$ cat config.mk
export PLATFORM = sky130hd
export DESIGN_NAME = spi_reg_ctrl
export DESIGN_NICKNAME = d
export VERILOG_FILES = /design/src/rtl/spi_reg_pkg.sv /design/src/rtl/spi_in_sync.sv /design/src/rtl/spi_reg_ctrl.sv
export SDC_FILE = /design/constraint.sdc
export NUM_CORES = 1
export LEC_CHECK = 0
export ABC_AREA = 1
export CAP_MARGIN = 20
export CORE_MARGIN = 4
export CORE_UTILIZATION = 55
export CTS_CLUSTER_SIZE = 14
export DETAILED_ROUTE_END_ITERATION = 8
export GPL_TIMING_DRIVEN = 0
export PLACE_DENSITY = 0.77
export SLEW_MARGIN = 20
export SYNTH_ARGS = -nofsm -noshare
export SYNTH_HDL_FRONTEND = slang
export SYNTH_SLANG_ARGS = --single-unit
$ cat constraint.sdc
create_clock -name clk -period 1.8 [get_ports clk]
set_input_delay 0.54 -clock clk [delete_from_list [all_inputs] [get_ports clk]]
set_output_delay 0.54 -clock clk [all_outputs]
set_load 0.02 [all_outputs]
$ cat src/rtl/spi_reg_pkg.sv
// spi_reg_pkg: register map, frame constants, FSM encoding and readback mux for spi_reg_ctrl.
package spi_reg_pkg;
   localparam logic [7:0] ADDR_LED  = 8'h07;
   localparam logic [7:0] ADDR_MUX  = 8'h08;
   localparam logic [7:0] ADDR_DAC  = 8'h09;
   localparam logic [7:0] ADDR_ERR  = 8'h0A;
   localparam logic [7:0] ADDR_DRST = 8'h0B;
   localparam logic [7:0] ADDR_SRST = 8'h0F;
   localparam logic [7:0] SRST_KEY  = 8'hA5;
   localparam logic [4:0] FRAME_BITS = 5'd16;
   localparam logic [4:0] CNT_SAT    = 5'd17;

   typedef enum logic [1:0] {S_WAIT, S_IDLE, S_SHIFT, S_DONE} state_t;

   function automatic logic [7:0] rd_data(input logic [6:0] a, input logic [7:0] led, input logic [7:0] mux,
                                          input logic [3:0] dac, input logic [7:0] err);
      return a == ADDR_LED[6:0] ? led :
             a == ADDR_MUX[6:0] ? mux :
             a == ADDR_DAC[6:0] ? {4'h0, dac} :
             a == ADDR_ERR[6:0] ? err : 8'h00;
   endfunction
endpackage

$ cat src/rtl/spi_in_sync.sv
// spi_in_sync: synchronises the async SPI inputs and detects spi_clk/spi_cs edges.
// sclk_rise exists only when SPI_READBACK_EN is defined.
module spi_in_sync #(
   parameter int SYNC_STAGES = 2
) (
   input  logic clk,
   input  logic spi_clk,
   input  logic spi_cs,
   input  logic spi_special,
   input  logic spi_mosi,
   output logic cs,
   output logic special,
   output logic mosi,
   output logic sclk_fall,
   output logic cs_rise
`ifdef SPI_READBACK_EN
   ,
   output logic sclk_rise
`endif
);
   logic [SYNC_STAGES-1:0] s_clk, s_cs, s_special, s_mosi;

   // No reset: the chains keep tracking the pins so a released reset sees the live cs level.
   always_ff @(posedge clk) begin
      s_clk     <= {s_clk[SYNC_STAGES-2:0], spi_clk};
      s_cs      <= {s_cs[SYNC_STAGES-2:0], spi_cs};
      s_special <= {s_special[SYNC_STAGES-2:0], spi_special};
      s_mosi    <= {s_mosi[SYNC_STAGES-2:0], spi_mosi};
   end

   assign cs        = s_cs[SYNC_STAGES-1];
   assign special   = s_special[SYNC_STAGES-1];
   assign mosi      = s_mosi[SYNC_STAGES-1];
   assign sclk_fall = s_clk[SYNC_STAGES-1] & ~s_clk[SYNC_STAGES-2];
   assign cs_rise   = ~s_cs[SYNC_STAGES-1] & s_cs[SYNC_STAGES-2];
`ifdef SPI_READBACK_EN
   assign sclk_rise = ~s_clk[SYNC_STAGES-1] & s_clk[SYNC_STAGES-2];
`endif
endmodule

$ cat src/rtl/spi_reg_ctrl.sv
// spi_reg_ctrl: validates 16-bit SPI frames and owns the mux/LED/DAC registers and DAC reset pulse.
// Defining SPI_READBACK_EN adds register readback on spi_miso.
module spi_reg_ctrl #(
   parameter int         SYNC_STAGES   = 2,
   parameter int         RST_PULSE_LEN = 16,
   parameter logic [3:0] DAC_RESET_VAL = 4'h2
) (
   input  logic       clk,
   input  logic       rst_n,
   input  logic       spi_clk,
   input  logic       spi_cs,
   input  logic       spi_special,
   input  logic       spi_mosi,
   output logic       spi_miso,
   output logic [7:0] reg_mux,
   output logic [7:0] reg_led,
   output logic [3:0] reg_dac,
   output logic       dac_rst_n,
   output logic       frame_err
);
   import spi_reg_pkg::*;

   localparam logic [7:0] PULSE = 8'(RST_PULSE_LEN);

   logic cs_s, special_s, mosi_s, sclk_fall, cs_rise;
   state_t state;
   logic [4:0] cnt;
   logic [15:0] sh;
   logic [7:0] err_cnt, pcnt;

`ifdef SPI_READBACK_EN
   logic sclk_rise;
`endif

   spi_in_sync #(.SYNC_STAGES(SYNC_STAGES)) u_sync (
      .clk(clk),
      .spi_clk(spi_clk),
      .spi_cs(spi_cs),
      .spi_special(spi_special),
      .spi_mosi(spi_mosi),
      .cs(cs_s),
      .special(special_s),
      .mosi(mosi_s),
      .sclk_fall(sclk_fall),
      .cs_rise(cs_rise)
`ifdef SPI_READBACK_EN
      ,
      .sclk_rise(sclk_rise)
`endif
   );

   always_ff @(posedge clk) begin
      frame_err <= 1'b0;
      if (!rst_n) begin
         state     <= S_WAIT;
         cnt       <= '0;
         sh        <= '0;
         err_cnt   <= '0;
         pcnt      <= '0;
         reg_mux   <= '0;
         reg_led   <= '0;
         reg_dac   <= DAC_RESET_VAL;
         dac_rst_n <= 1'b1;
      end else begin
         if (pcnt != 8'd0) begin
            pcnt      <= pcnt - 8'd1;
            dac_rst_n <= pcnt == 8'd1;
         end
         case (state)
            S_WAIT: if (cs_s) state <= S_IDLE;
            S_IDLE: if (!cs_s && !special_s) begin
               state <= S_SHIFT;
               cnt   <= '0;
               sh    <= '0;
            end
            S_SHIFT: if (!cs_s && special_s) begin
               frame_err <= 1'b1;
               state     <= S_WAIT;
            end else if (cs_rise) begin
               state <= S_DONE;
            end else if (sclk_fall) begin
               sh  <= {sh[14:0], mosi_s};
               cnt <= cnt + {4'd0, cnt != CNT_SAT};
            end
            S_DONE: begin
               state <= S_IDLE;
               if (cnt == FRAME_BITS) begin
                  // Read frames carry addr[7]=1 and so never match a write address.
                  case (sh[15:8])
                     ADDR_LED:  reg_led <= sh[7:0];
                     ADDR_MUX:  reg_mux <= sh[7:0];
                     ADDR_DAC:  reg_dac <= sh[3:0];
                     ADDR_DRST: if (sh[0]) begin
                        pcnt      <= PULSE;
                        dac_rst_n <= 1'b0;
                     end
                     ADDR_SRST: if (sh[7:0] == SRST_KEY) begin
                        reg_mux   <= '0;
                        reg_led   <= '0;
                        reg_dac   <= DAC_RESET_VAL;
                        pcnt      <= '0;
                        dac_rst_n <= 1'b1;
                     end
                     default: ;
                  endcase
               end else begin
                  frame_err <= 1'b1;
                  err_cnt   <= err_cnt + {7'd0, err_cnt != 8'hFF};
               end
            end
            default: state <= S_WAIT;
         endcase
      end
   end

`ifdef SPI_READBACK_EN
   logic rd_mode;
   logic [7:0] rd;

   // The 8th falling edge completes the address: {sh[6:0], mosi} is addr, sh[6] is addr[7].
   always_ff @(posedge clk) begin
      if (!rst_n || cs_s) begin
         spi_miso <= 1'b0;
         rd_mode  <= 1'b0;
         rd       <= '0;
      end else if (state == S_SHIFT && sclk_fall && cnt == 5'd7 && sh[6]) begin
         rd       <= rd_data({sh[5:0], mosi_s}, reg_led, reg_mux, reg_dac, err_cnt);
         spi_miso <= rd_data({sh[5:0], mosi_s}, reg_led, reg_mux, reg_dac, err_cnt) >> 7;
         rd_mode  <= 1'b1;
      end else if (rd_mode && sclk_rise) begin
         spi_miso <= rd[7];
         rd       <= {rd[6:0], 1'b0};
      end
   end
`else
   assign spi_miso = 1'b0;
`endif
endmodule

==> key figures <==
Run status
  • Status: finished, final reports clean

Final layout
  • Register area: 1220 um2
  • Final core occ: 67.3%
  • Area taken by multi-input logic gates: 1450 um2
  • Finished Layout Cells: 519
  • Final nets: 458
  • Diode count: 0
  • Layout cell share with drive strength beyond 1: 13.8%
  • Area Overhead vs Synth: 17.4%
  • Fill cells: 477

Routing
  • 1st-iter DRT viols: 92
  • TritonRoute pass-1 iters: 4
  • Drt drc: 0
  • Post-DRT Antenna Nets: 0
  • Drt total wl: 5770 um
  • Vias per std cell: 4.76
  • Routed len/inst: 11.1 um
  • Vias: 2,471

Logic synthesis
  • Count leader, synth: nor2_1
  • Sequential-to-total area share from yosys stat: 41.4%
  • Syn Inst Count: 407
  • Synthesized flop and latch total: 61
  • Fraction of registers with async set/reset: 0%
  • Ys flop type: dfxtp_1
  • Area contributors post-synth: dfxtp_1 (41%), nor2_1 (11%), nand2_1 (9.8%)
  • Top cells by count, synth: nor2_1 (88), nand2_1 (77), dfxtp_1 (61), inv_1 (41), nand3_1 (26)
  • Post-synth top area share: 41.4%
  • Synth Cell Area: 2950 um2
  • Synth warn: 0
  • Avg Inst Size Synth: 7.25 um2
  • Yosys cell types: 33
  • EDFF count, synth: 0
  • Post-synth net total: 421
  • Synth area leader: dfxtp_1

Worst setup path
  • Critical path depth in cells: 6
  • CP endpoint kind: register
  • Delay-heaviest family, CP: flip-flops
  • CP Cell Sequence: inv_1 -> ha_1 -> nand3_2 -> o21ai_4 -> buf_4 -> nor3_1
  • Buf/Inv on CP: 2
  • Startpoint Class: register
  • R2R Setup Slk: 0.14 ns
  • Crit path max fanout: 10
  • Largest stage delay on the critical path: 0.38 ns
  • R2R depth: 6
  • Slowest-stage cell, CP: dfxtp_1
  • Worst path required time: 2.02 ns
  • Critical path class: register to register
  • WP data arrival: 1.88 ns

STA
  • Max frequency: 602 MHz
  • Setup slack after layout: 0.140 ns
  • Crit path time final: 1.66 ns
  • Skew final: 0.00690 ns
  • Final setup fails: 0
  • Post-route setup TNS: 0 ns
  • RSZ-0062 raised after global routing: no
  • Period utilization: 92.2%
  • Max Slew Vio Count: 0
  • Hold Violations, Final: 0

Placement
  • Pre-CTS setup slack: -0.0164 ns
  • GPL Wtd Cong: 0.770
  • DP Wirelength: 4300 um
  • Buffers added on ports: 26
  • Placed Cells: 503

Clocking
  • TritonCTS buffer count: 9
  • CTS tree: built
  • Setup bufs post-CTS: 0
  • Clk sink count: 61
  • Clock-pin slew on the worst setup and hold paths: 0.06 ns
  • Clk_lat worst skew: 0.33 ns
  • CTS H-tree lvls: 3
  • Root Buffer: clkbuf_8
  • Clock tree buffer depth: 2

Die
  • Core ar.: 5140 um2
  • Initial core utilization: 57.4%
  • Num ports: 29
  • Die Height: 81.2 um
  • Die width: 81.2 um
  • Die area: 6600 um2
  • Cell row count: 26

Power
  • Overall power: 4.73 mW
  • Max IR drop VDD: 1.38 mV
  • LEAKAGE: 1.73 nW
  • Power Dens Cells: 1370 nW/um2

Global route
  • Largest net degree at the start of global routing: 11
  • GRT Overall Usage: 20.1%
  • Gr ovfl total: 0
  • First-pass GRT wire length: 10,300 um
  • Vias in the first global route: 2,347
  • Initial antenna violation count: 0

Worst hold path
  • Hold path depth: 0
  • Worst min-delay path class: register to register

Job
  • Max_cap viols: 0
-- per-stage QoR --
stage	hold slack, ns	area, um2
global placement	0.312	3300
global route	0.339	3460
floorplan	0.310	2950
detailed placement	0.312	3300
finish	0.326	3460
CTS	0.326	3450
-- kinds of logic (layout without fill, tap and decap cells) --
| kind of cell | Yosys count | after routing | synth area share, % |
|---|---|---|---|
| adders and majority gates | 8 | 8 | 3.39 |
| AOI/OAI and AO/OA | 28 | 28 | 5.64 |
| other | 1 | 1 | 0.127 |
| DFF | 61 | 61 | 41.4 |
| xor gates and xnor gates | 9 | 9 | 2.67 |
| buffers and inverters | 63 | 105 | 9.89 |
| and+or+nand+nor | 237 | 237 | 36.9 |
-- metal layers --
metal / GRT usage, % / share of wire (%)
met2: 32.9 / 47
met4: 9.12 / 1.9
met1: 25.1 / 47
met5: 0 / 0
met3: 4.32 / 3.9
-- layout make-up --
type,instances,area share [%]
repair buffers,26,6.94
inverters,50,5.42
clock buffers,15,4.81
multi-input cells,283,41.8
flip-flops and latches,61,35.3
well taps,70,2.53
plain buffers,13,3.07
clock inverters,1,0.145
-- power breakdown --
part | switching [mW] | leakage, nW | total, mW | internal [mW]
logic | 1.17 | 1.15 | 1.83 | 0.660
registers | 0.253 | 0.497 | 1.84 | 1.58
clock network | 0.481 | 0.0877 | 1.06 | 0.575
total | 1.91 | 1.73 | 4.73 | 2.82
-- state kept, by name, summed over array words and instances, names as in the netlist --
register / cells
state: 2
reg_mux: 8
frame_err: 1
pcnt: 8
u_sync.s_mosi: 2
sh: 16
u_sync.s_clk: 2
u_sync.s_special: 2
reg_dac: 4
dac_rst_n: 1
cnt: 5
reg_led: 8
u_sync.s_cs: 2
-- cells in the final DEF (no fill, tap or decap), types with 3 or more instances in the layout --
master | Yosys | final
nor2_1 | 88 | 88
nand2_1 | 77 | 77
dfxtp_1 | 61 | 61
inv_1 | 41 | 41
nand3_1 | 26 | 26
nor3_1 | 21 | 21
dlygate4sd2_1 | 0 | 20
a21oi_1 | 15 | 15
clkbuf_8 | 0 | 11
inv_2 | 8 | 8
buf_4 | 7 | 7
ha_1 | 8 | 7
nor2_2 | 6 | 6
xor2_1 | 6 | 6
nand2_4 | 5 | 5
nand2_2 | 5 | 5
o21ai_0 | 5 | 5
a21oi_2 | 4 | 4
clkbuf_1 | 0 | 4
clkdlybuf4s50_1 | 0 | 4
xnor2_1 | 3 | 3
-- final timing paths --
kind	startpoint	to
max reg2reg	state[1]	sh[2]
max	state[1]	sh[2]
min	u_sync.s_special[0]	u_sync.s_special[1]
min reg2reg	u_sync.s_special[0]	u_sync.s_special[1]
-- timing repair --
item | in CTS | in global routing
gates resized for setup | 21 | 4
pin swaps | 0 | 0
hold buffers | 0 | 0
setup endpoints to repair | 30 | 19
No activity file was read; power rests on OpenSTA's default activity.
